<file path="src/rtl/idli_mem_arb_m_pkg.sv">
// Shared types and constants for the idli memory arbiter.
//
// Contents:
//   sqi_data_t       one 4-bit SQI bus nibble
//   mem_arb_state_t  arbiter sequencer states
//   mem_owner_t      which requester owns the memory (FE or EX)
//   SQI_CMD_RD/WR    SQI command bytes
//   sqi_nibble()     selects one nibble of a 16-bit word
package idli_pkg;

  typedef logic [3:0] sqi_data_t;

  typedef enum logic [2:0] {
    IDLE,
    CMD,
    ADDR,
    DUMMY,
    DATA
  } mem_arb_state_t;

  typedef enum logic {
    FE,
    EX
  } mem_owner_t;

  localparam logic [7:0] SQI_CMD_RD = 8'h03;
  localparam logic [7:0] SQI_CMD_WR = 8'h02;

  // Nibble 0 is bits [3:0] and nibble 3 is bits [15:12].
  function automatic sqi_data_t sqi_nibble(input logic [15:0] word, input logic [1:0] sel);
    return word[{sel, 2'b00} +: 4];
  endfunction

endpackage

</file>
<file path="src/rtl/idli_mem_arb_m_if.sv">
// Bus bundle between the arbiter, its two requesters and the SQI pads.
//
// Signals:
//   fe_req/fe_addr            FE read request and address
//   fe_gnt                    FE grant pulse
//   fe_data/fe_data_vld       FE read nibble stream
//   ex_req/ex_wr/ex_addr      EX request, write flag and address
//   ex_wr_data                EX write nibble (sampled while ex_wr_rdy)
//   ex_gnt                    EX grant pulse
//   ex_wr_rdy                 EX must present its next write nibble
//   ex_rd_data/ex_rd_vld      EX read nibble stream
//   sqi_cs_n/sqi_oe/sqi_out   pad chip select, output enable, output nibble
//   sqi_in                    pad input nibble
// Modports: slave = arbiter side, master = requesters plus pads.
interface idli_mem_arb_m_if;
  import idli_pkg::*;

  logic      fe_req;
  logic [15:0] fe_addr;
  logic      fe_gnt;
  sqi_data_t fe_data;
  logic      fe_data_vld;

  logic      ex_req;
  logic      ex_wr;
  logic [15:0] ex_addr;
  sqi_data_t ex_wr_data;
  logic      ex_gnt;
  logic      ex_wr_rdy;
  sqi_data_t ex_rd_data;
  logic      ex_rd_vld;

  logic      sqi_cs_n;
  logic      sqi_oe;
  sqi_data_t sqi_out;
  sqi_data_t sqi_in;

  modport slave (
    input  fe_req, fe_addr, ex_req, ex_wr, ex_addr, ex_wr_data, sqi_in,
    output fe_gnt, fe_data, fe_data_vld, ex_gnt, ex_wr_rdy, ex_rd_data, ex_rd_vld,
           sqi_cs_n, sqi_oe, sqi_out
  );

  modport master (
    output fe_req, fe_addr, ex_req, ex_wr, ex_addr, ex_wr_data, sqi_in,
    input  fe_gnt, fe_data, fe_data_vld, ex_gnt, ex_wr_rdy, ex_rd_data, ex_rd_vld,
           sqi_cs_n, sqi_oe, sqi_out
  );

endinterface

</file>
<file path="src/rtl/idli_mem_arb_m.sv">
// Round-robin arbiter and SQI transaction sequencer for the single external
// memory shared by instruction fetch (FE, reads) and execute (EX, reads and
// writes). Each transaction is: 2 command nibbles, 4 address nibbles (MSN
// first), DUMMY_CYCLES turnaround cycles for reads, then 4 data nibbles
// streamed low nibble first.
//
// Ports:
//   i_arb_gck    clock
//   i_arb_rst_n  asynchronous active-low reset
//   bus          idli_mem_arb_m_if.slave (requesters and SQI pads)
// Parameters:
//   DUMMY_CYCLES read turnaround cycles (1-3)
//   RD_CMD       SQI read command byte
//   WR_CMD       SQI write command byte
module idli_mem_arb_m
  import idli_pkg::*;
#(
  parameter int         DUMMY_CYCLES = 2,
  parameter logic [7:0] RD_CMD       = SQI_CMD_RD,
  parameter logic [7:0] WR_CMD       = SQI_CMD_WR
) (
  input  logic           i_arb_gck,
  input  logic           i_arb_rst_n,
  idli_mem_arb_m_if.slave bus
);

  localparam logic [1:0] DUMMY_LAST = 2'(DUMMY_CYCLES - 1);

  mem_arb_state_t state, state_nxt;
  logic [1:0]     cnt, cnt_nxt;
  mem_owner_t     owner, last_gnt, winner;
  logic           wr, wr_nxt;
  logic [15:0]    addr, addr_nxt;

  logic           cs_n_q, cs_n_nxt;
  logic           oe_q, oe_nxt;
  sqi_data_t      out_q, out_nxt;

  logic           any_req, grant;
  logic           rd_phase, wr_phase;
  logic [7:0]     cmd_nxt;

  // On a tie the requester that did not win last time gets the memory.
  always_comb begin
    any_req = bus.fe_req | bus.ex_req;
    if (bus.fe_req && bus.ex_req) begin
      winner = (last_gnt == FE) ? EX : FE;
    end else if (bus.ex_req) begin
      winner = EX;
    end else begin
      winner = FE;
    end
    grant = (state == IDLE) && any_req;
  end

  assign bus.fe_gnt = grant && (winner == FE);
  assign bus.ex_gnt = grant && (winner == EX);

  // Sequencer next state, plus the pad values for the cycle after the edge
  // so cs_n/oe/sqi_out come straight out of flops.
  always_comb begin
    state_nxt = state;
    cnt_nxt   = cnt + 2'd1;
    wr_nxt    = wr;
    addr_nxt  = addr;

    case (state)
      IDLE: begin
        cnt_nxt = 2'd0;
        if (grant) begin
          state_nxt = CMD;
          wr_nxt    = (winner == EX) && bus.ex_wr;
          addr_nxt  = (winner == EX) ? bus.ex_addr : bus.fe_addr;
        end
      end
      CMD: begin
        if (cnt == 2'd1) begin
          state_nxt = ADDR;
          cnt_nxt   = 2'd0;
        end
      end
      ADDR: begin
        if (cnt == 2'd3) begin
          state_nxt = wr ? DATA : DUMMY;
          cnt_nxt   = 2'd0;
        end
      end
      DUMMY: begin
        if (cnt == DUMMY_LAST) begin
          state_nxt = DATA;
          cnt_nxt   = 2'd0;
        end
      end
      DATA: begin
        if (cnt == 2'd3) begin
          state_nxt = IDLE;
          cnt_nxt   = 2'd0;
        end
      end
      default: begin
        state_nxt = IDLE;
        cnt_nxt   = 2'd0;
      end
    endcase

    cmd_nxt  = wr_nxt ? WR_CMD : RD_CMD;
    cs_n_nxt = (state_nxt == IDLE);
    oe_nxt   = 1'b0;
    out_nxt  = '0;
    case (state_nxt)
      CMD: begin
        oe_nxt  = 1'b1;
        out_nxt = sqi_nibble({8'h00, cmd_nxt}, {1'b0, ~cnt_nxt[0]});
      end
      ADDR: begin
        oe_nxt  = 1'b1;
        out_nxt = sqi_nibble(addr_nxt, ~cnt_nxt);
      end
      DATA: begin
        oe_nxt  = wr_nxt;
      end
      default: begin
        oe_nxt  = 1'b0;
      end
    endcase
  end

  // last_gnt resets to FE so EX wins the first tie after reset.
  always_ff @(posedge i_arb_gck or negedge i_arb_rst_n) begin
    if (!i_arb_rst_n) begin
      state    <= IDLE;
      cnt      <= 2'd0;
      owner    <= FE;
      last_gnt <= FE;
      wr       <= 1'b0;
      addr     <= '0;
      cs_n_q   <= 1'b1;
      oe_q     <= 1'b0;
      out_q    <= '0;
    end else begin
      state    <= state_nxt;
      cnt      <= cnt_nxt;
      wr       <= wr_nxt;
      addr     <= addr_nxt;
      cs_n_q   <= cs_n_nxt;
      oe_q     <= oe_nxt;
      out_q    <= out_nxt;
      if (grant) begin
        owner    <= winner;
        last_gnt <= winner;
      end
    end
  end

  assign rd_phase = (state == DATA) && !wr;
  assign wr_phase = (state == DATA) && wr;

  // Read data flows straight from the pads to the owner; everything else is
  // held at zero so nothing undefined reaches the requesters or the pads.
  assign bus.fe_data_vld = rd_phase && (owner == FE);
  assign bus.fe_data     = bus.fe_data_vld ? bus.sqi_in : '0;
  assign bus.ex_rd_vld   = rd_phase && (owner == EX);
  assign bus.ex_rd_data  = bus.ex_rd_vld ? bus.sqi_in : '0;
  assign bus.ex_wr_rdy   = wr_phase;

  assign bus.sqi_cs_n = cs_n_q;
  assign bus.sqi_oe   = oe_q;
  assign bus.sqi_out  = wr_phase ? bus.ex_wr_data : out_q;

  a_fe_no_wr_rdy: assert property (@(posedge i_arb_gck) disable iff (!i_arb_rst_n)
    !(bus.ex_wr_rdy && (owner == FE)));

  a_gnt_onehot: assert property (@(posedge i_arb_gck) disable iff (!i_arb_rst_n)
    $onehot0({bus.fe_gnt, bus.ex_gnt}));

  a_gnt_in_idle: assert property (@(posedge i_arb_gck) disable iff (!i_arb_rst_n)
    (bus.fe_gnt || bus.ex_gnt) |-> (state == IDLE));

  a_cs_oe: assert property (@(posedge i_arb_gck) disable iff (!i_arb_rst_n)
    bus.sqi_cs_n |-> !bus.sqi_oe);

endmodule
</file>
<file path="src/flat_wrapper.sv">
// flat-port wrapper written by rule: the top's interface ports become plain ports
module idli_mem_arb_m_flat import idli_pkg::*;
#(
  parameter int         DUMMY_CYCLES = 2,
  parameter logic [7:0] RD_CMD       = SQI_CMD_RD,
  parameter logic [7:0] WR_CMD       = SQI_CMD_WR
)
  (i_arb_gck, i_arb_rst_n, bus_fe_req, bus_fe_addr, bus_ex_req, bus_ex_wr, bus_ex_addr, bus_ex_wr_data, bus_sqi_in, bus_fe_gnt, bus_fe_data, bus_fe_data_vld, bus_ex_gnt, bus_ex_wr_rdy, bus_ex_rd_data, bus_ex_rd_vld, bus_sqi_cs_n, bus_sqi_oe, bus_sqi_out);
  idli_mem_arb_m_if bus_i ();
  input  logic i_arb_gck;
  input  logic i_arb_rst_n;
  input wire logic [$bits(bus_i.fe_req)-1:0] bus_fe_req;
  input wire logic [$bits(bus_i.fe_addr)-1:0] bus_fe_addr;
  input wire logic [$bits(bus_i.ex_req)-1:0] bus_ex_req;
  input wire logic [$bits(bus_i.ex_wr)-1:0] bus_ex_wr;
  input wire logic [$bits(bus_i.ex_addr)-1:0] bus_ex_addr;
  input wire logic [$bits(bus_i.ex_wr_data)-1:0] bus_ex_wr_data;
  input wire logic [$bits(bus_i.sqi_in)-1:0] bus_sqi_in;
  output wire logic [$bits(bus_i.fe_gnt)-1:0] bus_fe_gnt;
  output wire logic [$bits(bus_i.fe_data)-1:0] bus_fe_data;
  output wire logic [$bits(bus_i.fe_data_vld)-1:0] bus_fe_data_vld;
  output wire logic [$bits(bus_i.ex_gnt)-1:0] bus_ex_gnt;
  output wire logic [$bits(bus_i.ex_wr_rdy)-1:0] bus_ex_wr_rdy;
  output wire logic [$bits(bus_i.ex_rd_data)-1:0] bus_ex_rd_data;
  output wire logic [$bits(bus_i.ex_rd_vld)-1:0] bus_ex_rd_vld;
  output wire logic [$bits(bus_i.sqi_cs_n)-1:0] bus_sqi_cs_n;
  output wire logic [$bits(bus_i.sqi_oe)-1:0] bus_sqi_oe;
  output wire logic [$bits(bus_i.sqi_out)-1:0] bus_sqi_out;
  assign bus_i.fe_req = bus_fe_req;
  assign bus_i.fe_addr = bus_fe_addr;
  assign bus_i.ex_req = bus_ex_req;
  assign bus_i.ex_wr = bus_ex_wr;
  assign bus_i.ex_addr = bus_ex_addr;
  assign bus_i.ex_wr_data = bus_ex_wr_data;
  assign bus_i.sqi_in = bus_sqi_in;
  assign bus_fe_gnt = bus_i.fe_gnt;
  assign bus_fe_data = bus_i.fe_data;
  assign bus_fe_data_vld = bus_i.fe_data_vld;
  assign bus_ex_gnt = bus_i.ex_gnt;
  assign bus_ex_wr_rdy = bus_i.ex_wr_rdy;
  assign bus_ex_rd_data = bus_i.ex_rd_data;
  assign bus_ex_rd_vld = bus_i.ex_rd_vld;
  assign bus_sqi_cs_n = bus_i.sqi_cs_n;
  assign bus_sqi_oe = bus_i.sqi_oe;
  assign bus_sqi_out = bus_i.sqi_out;
  idli_mem_arb_m #(.DUMMY_CYCLES(DUMMY_CYCLES), .RD_CMD(RD_CMD), .WR_CMD(WR_CMD)) u_core (.i_arb_gck(i_arb_gck), .i_arb_rst_n(i_arb_rst_n), .bus(bus_i));
endmodule
</file>
<file path="config.mk">
export PLATFORM = sky130hd
export DESIGN_NAME = idli_mem_arb_m_flat
export DESIGN_NICKNAME = d
export VERILOG_FILES = /design/src/rtl/idli_mem_arb_m_pkg.sv /design/src/rtl/idli_mem_arb_m_if.sv /design/src/rtl/idli_mem_arb_m.sv /design/src/flat_wrapper.sv
export SDC_FILE = /design/constraint.sdc
export NUM_CORES = 1
export LEC_CHECK = 0
export CAP_MARGIN = 25
export CORE_UTILIZATION = 35
export DETAILED_ROUTE_END_ITERATION = 10
export DONT_BUFFER_PORTS = 1
export GPL_TIMING_DRIVEN = 1
export MAX_ROUTING_LAYER = met4
export PLACE_DENSITY = 0.48
export SYNTH_ARGS = -nofsm -noshare
export SYNTH_HDL_FRONTEND = slang
export SYNTH_SLANG_ARGS = --single-unit
export TNS_END_PERCENT = 30
</file>
<file path="constraint.sdc">
create_clock -name i_arb_gck -period 2.1 [get_ports i_arb_gck]
set_clock_uncertainty 0.15 [all_clocks]
set_input_delay 0.42 -clock i_arb_gck [delete_from_list [all_inputs] [get_ports i_arb_gck]]
set_output_delay 0.42 -clock i_arb_gck [all_outputs]
set_load 0.05 [all_outputs]
</file>
==> results.cfg <==
[outcome]
outcome = finished with violations
violations = negative setup slack

[finish]
area_delta_synth_final_pct = 38.2
layout_common_cells = buf_4 (40), dfrtp_1 (27), nor2_1 (15)
diodes = 0
finalNetCount = 276
utilization = 0.507
drive_gt1_frac = 0.412
layout_commonest_cell = buf_4

[synth]
syn_nets = 233
yosysWarnings = 0
yosysSeqAreaShare = 0.417
syn_inst = 184
syn_avg_cell_area_um2 = 9.48
yosysUniqueCellTypes = 52
synth_edf_count = 0
synth_ff_type = dfrtp_1
ys_seq_elements = 29
async_flop_share = 1.00
netlist_area_mm2 = 0.00174

[power_and_ir_drop]
power_leakage_uw = 0.00102
total_power_uw = 4170
max-vdd-ir-drop_mv = 0.644
cellPowerDensity_mw_per_mm2 = 1730

[die]
core-area_mm2 = 0.00475
core.rowCount = 25
dieArea_mm2 = 0.00527
ios = 64
die_h_um = 72.6
die_w_um = 72.6
initial_utilization = 0.367

[clock_network]
cts.sinks = 29
root_buffer = clkbuf_8
clk_latency_ps = 280
cts_made_buffers = 5
clk_pin_slew_ps = 60
cts_max_path_buffers = 2
htree_num_levels = 2
cts_tree = built

[setup_path]
crit_path_end = bus_fe_gnt
setup.worst_path.start = u_core.state[1]$_DFF_PN0_
worstPathRequired_ps = 1530
r2r_start = u_core.state[1]$_DFF_PN0_
start_kind = flop
cp.arrival_ps = 1700
r2r_end = u_core.out_q[2]$_DFF_PN0_
crit_path_max_fanout = 4
crit_path_end_kind = output port
worst-setup-path-type = reg -> out
r2r_cells = 6
r2r_setup_slack_ps = -120

[global_route]
grt_util_all_layers = 0.209
grt_pass1_vias = 1597
grt_overflow_total = 0
grt_max_degree = 30
antenna_found_initial = 0
grt_pass1_wl_um = 8000

[drt]
vias = 1637
ant_nets = 0
dr.pass1.iters = 4
vias_per_cell = 5.55
wl_per_cell_um = 17.4
drc = 0
totalWireLength_um = 5120
drtIter0Drc = 71

[sta]
setup_viol = 20
maxSlewHeadroom = 0.684
slew_violations = 0
layout_setup_ws_ps = -170
period_needed_ps = 2270
worst_pin_slew_ps = 470
clock.fmax_ghz = 0.441
rsz0062_at_grt = true
final-hold-violation-count = 0
fin_crit_sh = 1.08

[place]
pre_cts_ws_ps = -127
port_buffers = 0
dpl.hpwl_um = 3740
gp_congestion = 0.831

[flow_run]
drv_cap = 0

[hold_path]
hp-class = in -> reg
-- flip-flops by register name, indices dropped and copies added, names as in the netlist --
register	cells
u_core.state	3
u_core.owner	1
u_core.wr	1
u_core.cnt	2
u_core.addr	16
u_core.out_q	4
u_core.bus.sqi_cs_n	1
u_core.bus.sqi_oe	1
-- area by class of cell --
type / instances / area, um^2
flip-flops and latches: 29 / 728
repair buffers: 47 / 399
clock buffers: 8 / 80.1
multi-input cells: 133 / 1070
fillers: 453 / 2340
inverters: 11 / 47.5
well taps: 67 / 83.8
-- worst max-delay path, cell delays in order, from the launching register on --
cell     delay, ps
dfrtp_1        420
or3_4          420
or3_4          370
inv_4           80
buf_12         130
-- worst min path at each step --
stage / from / endpoint / slack [ps] / depth (start not counted)
after floorplan: i_arb_rst_n / u_core.addr[0]$_DFF_PN0_ / -30 / 0
after global placement: i_arb_rst_n / u_core.wr$_DFF_PN0_ / -20 / 0
after detailed placement: i_arb_rst_n / u_core.bus.sqi_oe$_DFF_PN0_ / -20 / 0
after CTS: bus_fe_addr[5] / u_core.addr[5]$_DFF_PN0_ / 100 / 2
after global routing: bus_fe_addr[5] / u_core.addr[5]$_DFF_PN0_ / 110 / 2
final: bus_fe_addr[5] / u_core.addr[5]$_DFF_PN0_ / 110 / 2
-- per-stage QoR --
step / instance area [um^2] / hold slack [ps] / TNS (ps) / std cells
final: 2410 / 106 / -1980 / 295
after detailed placement: 2080 / -24.2 / -208 / 273
after global routing: 2410 / 113 / -3400 / 295
after global placement: 2080 / -24.6 / -119 / 273
after floorplan: 1800 / -25.6 / -1010 / 184
after CTS: 2260 / 101 / -1570 / 286
-- synthesized netlist by cell type (2+ instances only) --
cell type,number,share of area
nor2b_1,2,0.0072
or3_4,2,0.013
nand2b_1,4,0.014
o221a_4,2,0.023
o311a_1,2,0.011
o22a_1,2,0.010
inv_1,10,0.022
and3_1,2,0.0072
o32ai_1,2,0.010
buf_2,7,0.020
a22oi_1,2,0.0086
a211oi_1,2,0.0086
mux2_2,4,0.026
o211ai_1,3,0.013
a221o_1,2,0.011
nand2_1,10,0.022
ha_1,4,0.029
clkbuf_1,3,0.0065
nor3b_1,2,0.0086
nor3_1,13,0.037
or3_1,3,0.011
nor4_1,7,0.025
and2_1,8,0.029
nor2_1,16,0.034
a21oi_1,8,0.023
o221ai_1,3,0.015
o22ai_1,7,0.025
dfrtp_1,28,0.40
-- cell families (layout without fill, tap and decap cells) --
| logic type | after synthesis | in the layout | synth area share |
|---|---|---|---|
| xor+xnor | 2 | 2 | 0.0100 |
| mux | 4 | 4 | 0.0258 |
| compound gates | 48 | 48 | 0.225 |
| buf+inv | 22 | 66 | 0.0567 |
| fa+ha+maj | 4 | 4 | 0.0287 |
| simple gates | 75 | 75 | 0.237 |
| flops | 29 | 29 | 0.417 |
-- where the power goes --
group          internal [uW]  switching, uW
Combinational           1280           1420
Clock                    235            209
Sequential               825            205
Total                   2340           1830
-- metal layers --
metal / global-route usage / part of all wire / up-vias
li1: - / - / 768
met1: 0.264 / 0.41 / 822
met2: 0.333 / 0.53 / 40
met3: 0.0483 / 0.045 / 7
met4: 0.0654 / 0.013 / 0
met5: - / 0 / -
-- repair_timing --
| item | CTS | global route |
|---|---|---|
| hold buffers | 2 | 0 |
| pin swaps | 12 | 5 |
| hold endpoints to repair | 29 | 0 |
| endpoints found under the setup margin | 20 | 21 |
| gates resized for setup | 17 | 17 |
| buffers inserted | 3 | 9 |
Power figures use the tool's default switching activity.
